<file path="src/rtl/retire_trace_fifo.sv">
// retire_trace_fifo: captures retired-instruction records from the core into a
// first-word-fall-through FIFO and replays them on a valid/ready trace stream.
// Every record carries a retire sequence number. Records that arrive while the
// FIFO is full are dropped and counted, so the core is never stalled.
module retire_trace_fifo #(
   parameter int XLEN  = 32,
   parameter int DEPTH = 8,
   parameter int CNT_W = 32
) (
   input  logic                       clk_i,
   input  logic                       rstn_i,
   input  logic                       clear_i,
   input  logic                       update_i,
   input  logic [XLEN-1:0]            pc_i,
   input  logic [XLEN-1:0]            instr_i,
   input  logic [4:0]                 reg_addr_i,
   input  logic [XLEN-1:0]            reg_data_i,
   input  logic [XLEN-1:0]            mem_addr_i,
   input  logic [XLEN-1:0]            mem_data_i,
   input  logic                       mem_wrt_i,
   input  logic                       mem_read_i,
   output logic                       trace_valid_o,
   input  logic                       trace_ready_i,
   output logic [CNT_W-1:0]           trace_seq_o,
   output logic [XLEN-1:0]            trace_pc_o,
   output logic [XLEN-1:0]            trace_instr_o,
   output logic [4:0]                 trace_reg_addr_o,
   output logic [XLEN-1:0]            trace_reg_data_o,
   output logic [XLEN-1:0]            trace_mem_addr_o,
   output logic [XLEN-1:0]            trace_mem_data_o,
   output logic                       trace_mem_wrt_o,
   output logic                       trace_mem_read_o,
   output logic [$clog2(DEPTH):0]     level_o,
   output logic [CNT_W-1:0]           retire_cnt_o,
   output logic [CNT_W-1:0]           drop_cnt_o,
   output logic                       overflow_o
);

   localparam int PTR_W = $clog2(DEPTH);
   localparam int LVL_W = PTR_W + 1;

   typedef struct packed {
      logic [CNT_W-1:0] seq;
      logic [XLEN-1:0]  pc;
      logic [XLEN-1:0]  instr;
      logic [4:0]       reg_addr;
      logic [XLEN-1:0]  reg_data;
      logic [XLEN-1:0]  mem_addr;
      logic [XLEN-1:0]  mem_data;
      logic             mem_wrt;
      logic             mem_read;
   } rec_t;

   rec_t             mem_q [DEPTH];
   logic [PTR_W-1:0] wr_ptr_q, wr_ptr_d;
   logic [PTR_W-1:0] rd_ptr_q, rd_ptr_d;
   logic [LVL_W-1:0] level_q, level_d;
   logic [CNT_W-1:0] retire_cnt_q, retire_cnt_d;
   logic [CNT_W-1:0] drop_cnt_q, drop_cnt_d;
   logic             overflow_q, overflow_d;

   rec_t new_rec;
   rec_t head_rec;
   logic push, pop, full, accept, drop;

   // Build the incoming record; unused register and memory fields are zeroed.
   always_comb begin
      new_rec          = '0;
      new_rec.seq      = retire_cnt_q;
      new_rec.pc       = pc_i;
      new_rec.instr    = instr_i;
      new_rec.reg_addr = reg_addr_i;
      new_rec.reg_data = (reg_addr_i == 5'd0) ? '0 : reg_data_i;
      new_rec.mem_wrt  = mem_wrt_i;
      new_rec.mem_read = mem_read_i;
      if (mem_wrt_i || mem_read_i) begin
         new_rec.mem_addr = mem_addr_i;
         new_rec.mem_data = mem_data_i;
      end
   end

   // Handshake decode and next-state for pointers, level and counters.
   // NOTE: every signal gets a default at the top so no path leaves it unassigned (no latches).
   always_comb begin
      full         = (level_q == LVL_W'(DEPTH));
      push         = update_i && !clear_i;
      pop          = (level_q != '0) && trace_ready_i && !clear_i;
      accept       = push && (!full || pop);
      drop         = push && full && !pop;
      wr_ptr_d     = wr_ptr_q;
      rd_ptr_d     = rd_ptr_q;
      level_d      = level_q;
      retire_cnt_d = retire_cnt_q;
      drop_cnt_d   = drop_cnt_q;
      overflow_d   = overflow_q;
      if (clear_i) begin
         wr_ptr_d     = '0;
         rd_ptr_d     = '0;
         level_d      = '0;
         retire_cnt_d = '0;
         drop_cnt_d   = '0;
         overflow_d   = 1'b0;
      end else begin
         if (accept) wr_ptr_d = wr_ptr_q + 1'b1;
         if (pop)    rd_ptr_d = rd_ptr_q + 1'b1;
         if (accept && !pop)      level_d = level_q + 1'b1;
         else if (pop && !accept) level_d = level_q - 1'b1;
         if (push) retire_cnt_d = retire_cnt_q + 1'b1;
         if (drop) begin
            overflow_d = 1'b1;
            if (drop_cnt_q != '1) drop_cnt_d = drop_cnt_q + 1'b1;
         end
      end
   end

   // Control state with asynchronous reset.
   // NOTE: sequential state uses non-blocking assignments so all registers update together.
   always_ff @(posedge clk_i or negedge rstn_i) begin
      if (!rstn_i) begin
         wr_ptr_q     <= '0;
         rd_ptr_q     <= '0;
         level_q      <= '0;
         retire_cnt_q <= '0;
         drop_cnt_q   <= '0;
         overflow_q   <= 1'b0;
      end else begin
         wr_ptr_q     <= wr_ptr_d;
         rd_ptr_q     <= rd_ptr_d;
         level_q      <= level_d;
         retire_cnt_q <= retire_cnt_d;
         drop_cnt_q   <= drop_cnt_d;
         overflow_q   <= overflow_d;
      end
   end

   // Record storage; written at the tail on every accepted push.
   // NOTE: the array has no reset; stale entries are never visible because outputs are gated by level.
   always_ff @(posedge clk_i) begin
      if (accept) mem_q[wr_ptr_q] <= new_rec;
   end

   // Head record drives the stream, forced to zero while the FIFO is empty.
   always_comb begin
      trace_valid_o = (level_q != '0);
      head_rec      = trace_valid_o ? mem_q[rd_ptr_q] : '0;
   end

   assign trace_seq_o      = head_rec.seq;
   assign trace_pc_o       = head_rec.pc;
   assign trace_instr_o    = head_rec.instr;
   assign trace_reg_addr_o = head_rec.reg_addr;
   assign trace_reg_data_o = head_rec.reg_data;
   assign trace_mem_addr_o = head_rec.mem_addr;
   assign trace_mem_data_o = head_rec.mem_data;
   assign trace_mem_wrt_o  = head_rec.mem_wrt;
   assign trace_mem_read_o = head_rec.mem_read;
   assign level_o          = level_q;
   assign retire_cnt_o     = retire_cnt_q;
   assign drop_cnt_o       = drop_cnt_q;
   assign overflow_o       = overflow_q;

endmodule
</file>
<file path="config.mk">
export PLATFORM = sky130hd
export DESIGN_NAME = retire_trace_fifo
export DESIGN_NICKNAME = d
export VERILOG_FILES = /design/src/rtl/retire_trace_fifo.sv
export SDC_FILE = /design/constraint.sdc
export NUM_CORES = 2
export LEC_CHECK = 0
export CAP_MARGIN = 30
export CORE_MARGIN = 4
export CORE_UTILIZATION = 57
export DETAILED_ROUTE_END_ITERATION = 10
export DONT_BUFFER_PORTS = 1
export PLACE_DENSITY = 0.76
export SETUP_SLACK_MARGIN = 0.05
export SLEW_MARGIN = 20
export SYNTH_ARGS = -nofsm -noshare
export SYNTH_HDL_FRONTEND = slang
export SYNTH_SLANG_ARGS = --single-unit
</file>
<file path="constraint.sdc">
create_clock -name clk_i -period 18.95 [get_ports clk_i]
set_clock_uncertainty 0.05 [all_clocks]
set_input_delay 3.79 -clock clk_i [delete_from_list [all_inputs] [get_ports clk_i]]
set_output_delay 3.79 -clock clk_i [all_outputs]
set_load 0.02 [all_outputs]
</file>
; ---- After elaboration in Yosys (flattened, before gate mapping)
; Memory sizes are Yosys's and may differ from the RTL's.
; Cells that the tools add are included.
[op_classes]
add_sub_neg = 6
eq_ne = 2
muxes = 19
reduce_logical = 23
[op_table]
columns = cell, n
row1 = two-way mux 199 bit, 1
row2 = two-way mux 32 bit, 6
row3 = adder 32 x 1 -> 32 bit (second input constant), 2
row4 = two-way mux 64 bit, 1
row5 = inequality test 32 bit (second input constant), 1
row6 = two-way mux 3 bit, 4
row7 = two-way mux 4 bit, 3
row8 = nonzero test 2 bit, 5
row9 = logical AND 1 bit, 8
row10 = adder 3 x 1 -> 3 bit (second input constant), 2
row11 = logical NOT 5 bit, 1
row12 = adder 4 x 1 -> 4 bit (second input constant), 1
row13 = equality test 4 bit (second input constant), 1
row14 = logical NOT 1 bit, 4
row15 = two-way mux 1 bit, 4
row16 = nonzero test 4 bit, 1
row17 = subtractor 4 x 1 -> 4 bit (second input constant), 1
row18 = nonzero test 3 bit, 1
row19 = logical OR 1 bit, 2
row20 = AND reduction 2 bit, 1
[totals]
ff_bits = 75
ram_bits = 1592
input_bits = 172
output_inout_bits = 269
elab_cells = 57
memories = 1
[mem_list]
columns = memory, depth, word_bits, rd, rd_clocked_by_memory_dff, wr, line
row1 = mem_q, 8, 199, 1, 0, 1, 54  ; rec_t mem_q [DEPTH];

; ---- Longest topological paths before layout
[logic_depth]
word_depth = 10
depth_mapped = 9
mapped_depth_nobuf = 8

; ---- Least setup slack after synthesis
; Ideal clock, no wire load.
[synth_timing]
path_type = input-to-reg
startpoint = in update_i
endpoint = mem mem_q[0][0] (netlist bit) (enable)
setup_ps = 1246
arrival_ps = 23041
required_time_ps = 17654
path_slack_ps = -5387
path_stages = 3
n_path_buf = 1
path_cell_list = buf_1 > o211ai_1 > nor4_1
[synth_via]
elab_chain_cells = 4
[synth_rtl]
columns = item, line
row1 = from (decl), 13  ; input logic update_i,
row2 = logical AND 1 bit, 86  ; push = update_i && !clear_i;
row3 = logical AND 1 bit, 88  ; accept = push && (!full || pop);
row4 = two-way mux 1 bit, 139  ; if (accept) mem_q[wr_ptr_q] <= new_rec;
row5 = two-way mux 1 bit (not written as such), 139
row6 = to (decl), 54
; Every way passes these cells.

; ---- Worst setup path after layout
[layout_timing]
startpoint = reg rd_ptr_q[1]
endpoint = out trace_reg_addr_o[2]
[layout_via]
elab_chain_cells = 2
[layout_rtl]
columns = item, line
row1 = from (decl), 56  ; logic [PTR_W-1:0] rd_ptr_q, rd_ptr_d;
row2 = from (signal assigned), 128  ; rd_ptr_q <= rd_ptr_d;
row3 = memory (8 x 199 bit), n/a
row4 = two-way mux 199 bit, 145  ; head_rec = trace_valid_o ? mem_q[rd_ptr_q] : '0;
row5 = to (decl), 27  ; output logic [4:0] trace_reg_addr_o,
; Every way passes these cells.

==> reports/summary.txt <==
# hold bufs at CTS: 0
M1 GR Usage: 30.5%
Count of final max-slew check failures: 0
CTS max path bufs: 3
Root buf cell: clkbuf_16
Leakage: 22.0 nW
Comb pwr share: 22.2%
PwrDens: 132 nW/µm²
Most common cell on crit path: buf_4
GRT Total Usage: 23.5%
Most frequent cells in the layout: edfxtp_1 (1592), mux4_2 (398), nor2_1 (243)
Pint: 6.78 mW
Final Cell Area: 72300 µm²
Dpl hpwl: 77400 µm
# Post-CTS Setup Buffers: 0
EDFF count, synth: 1592
Area delta synth->final: 11.2%
Sequential share of the synthesized area: 76.5%
Kind of critical path: reg2out
Drt drc: 0
Worst min path class: reg2reg
Number of cell rows: 123
CP Cell Sequence: buf_4, buf_4, buf_4, buf_16, mux4_2, mux2i_1, nor2_1
GPL Wtd Cong: 0.757
Maximum vdd ir drop: 0.208 mV
Number of cells on the worst reg-to-reg path: 7
Setup TNS: 0 ns
# nets final: 3327
Met3 Usage GRT: 6.46%
DR vias: 30376
Pwr Total: 9.54 mW
M2 GR Usage: 39.1%
GRT overflow: 0
Share of layout cells above drive strength 1: 21.9%
H-Tree Level Count: 4
Die H: 346 µm
Buffer and inverter count on the worst path: 4
Insertion delay to the later sink of the worst-skew pair: 0.75 ns
Global-route wire length before repair: 209000 µm
Mapped Nets: 3289
Final ANT Viol Nets: 0
Arrival @ worst endpoint: 5.24 ns
DR pass1 iterations: 7
CP Max Fanout: 67
Hold depth: 2
Final wirelength: 140000 µm
Commonest non-fill, non-tap cell in the layout: edfxtp_1
Num Clock Sinks: 1667
Synth async-reset ratio: 4.50%
Max-cap violations: 0
Syn Inst Count: 3110
Crit path capture type: output port
Die W: 346 µm
Cts repair resizes: 0
Flip-flop and latch count after synthesis: 1667
Cell family with most CP delay: buffers and inverters
CTS tree: built
Port buffer count: 0
Placed inst area: 66800 µm²
Number of vias per cell: 6.33
DRT iter0 DRCs: 2771
Die Area: 119000 µm²
GRT busiest layer: met2
Avg Inst Size Synth: 20.9 µm²
Final worst path period share: 47.9%
CP Data Required Time: 15.11 ns
Worst Tran Pin Value: 1.01 ns
RSZ-0062 raised after global routing: false
Top Ports: 441
Highest Clock Rate: 110 MHz
Worst rel slew slack: 32.8%
Core Box Area: 113000 µm²
Minimum clock period: 9.08 ns
Most used DFF post-synth: edfxtp_1
Starting Density: 57.6%
Clk network pwr share: 33.6%
Vias in the first global route: 32094
Psw: 2.76 mW
Wirelength per Cell: 29.1 µm
CTS buffer count: 163
Status: finished clean
Layout Utilization: 64.1%
Sw frac: 28.9%
Synth cell types: 46
Worst path max stage delay: 0.92 ns
Initial antenna violation count: 34
Syn Std Cell Area: 65000 µm²
Fillers: 7121
Slowest CP cell: dfrtp_4
Final Setup Violations: 0
Sequential power share: 44.2%
Largest net degree at the start of global routing: 119
CP startpoint kind: flop
Final Hold Fails: 0
Crit path depth: 7
Synth warn: 0
Worst-path clk slew: 0.06 ns
==> cell type report <==
type | count | area, µm² | area share [%]
antenna | 23 | 57.6 | 0.0796
clock buffer | 206 | 4290 | 5.94
clock inverter | 90 | 1050 | 1.46
inverter | 20 | 75.1 | 0.104
multi-input combinational | 1230 | 14500 | 20.0
sequential | 1667 | 49700 | 68.8
tap | 1500 | 1880 | 2.60
timing repair buffer | 66 | 779 | 1.08
==> worst min-delay path, stage by stage, from the launching register on <==
cell and delay, ns:
dfrtp_1 0.47, inv_1 0.07, o21ai_0 0.07
==> worst paths after layout <==
| kind | from | slack, ns | end |
|---|---|---|---|
| max in group asynchronous | rstn_i | 15.99 | retire_cnt_o[2] |
| max | rd_ptr_q[1] | 9.87 | trace_reg_addr_o[2] |
| max reg2reg | level_o[0] | 13.94 | mem_q[1][85] |
| min | overflow_o | 0.60 | overflow_o |
| min in group asynchronous | rstn_i | 2.69 | drop_cnt_o[16] |
| min reg2reg | overflow_o | 0.60 | overflow_o |
==> power by group through the flow <==
stage	sequential (mW)	combinational (mW)	clock [mW]
floorplan	4.29	1.68	0
global placement	4.30	2.05	0
detailed placement	4.29	2.13	0
CTS	4.22	2.14	3.27
global route	4.22	2.26	3.43
finish	4.21	2.12	3.21
==> through the flow <==
stage | hold slack (ns) | instances | worst slack, ns
2_1_floorplan | 0.511 | 3110 | 0.0532
3_3_place_gp | 0.590 | 4468 | 10.18
3_5_place_dp | 0.586 | 4480 | 10.68
4_1_cts | 0.610 | 4776 | 9.78
5_1_grt | 0.627 | 4790 | 9.61
6_report | 0.603 | 4802 | 9.87
==> kinds of logic (layout without fill, tap and decap cells) <==
family / count (synthesis) / after routing / share of synthesized area (%)
buffers and inverters: 213 / 382 / 1.44
adder cells (fa/ha/maj): 7 / 7 / 0.146
AO/OA/AOI/OAI: 84 / 84 / 0.799
other: 0 / 23 / 0
multiplexers: 600 / 600 / 16.9
XOR/XNOR: 35 / 35 / 0.472
flip-flops: 1667 / 1667 / 76.5
AND/OR/NAND/NOR: 504 / 504 / 3.77
==> cell usage after synthesis, types with 25 or more instances <==
| cell type | instances | share of area (%) |
|---|---|---|
| mux2i_1 | 201 | 3.1 |
| nor2_1 | 248 | 1.4 |
| nor2b_1 | 98 | 0.94 |
| mux4_2 | 398 | 14 |
| buf_4 | 33 | 0.38 |
| nand2_1 | 36 | 0.21 |
| buf_1 | 61 | 0.35 |
| dfrtp_1 | 75 | 2.9 |
| edfxtp_1 | 1592 | 74 |
| xor2_1 | 25 | 0.34 |
| a21oi_1 | 35 | 0.27 |
| clkbuf_1 | 91 | 0.53 |
==> layer usage <==
metal  part of all wire (%)  vias up
li1                       -    12748
met1                     37    16017
met2                     51     1375
met3                    9.2      226
met4                    2.5       10
met5                  0.044        -
==> sequential cells by signal, indices dropped and copies added (netlist names) <==
signal and count:
wr_ptr_q 3, overflow_o 1, drop_cnt_o 32, level_o 4, mem_q 1592, retire_cnt_o 32, rd_ptr_q 3
(Power assumes the default switching activity.)
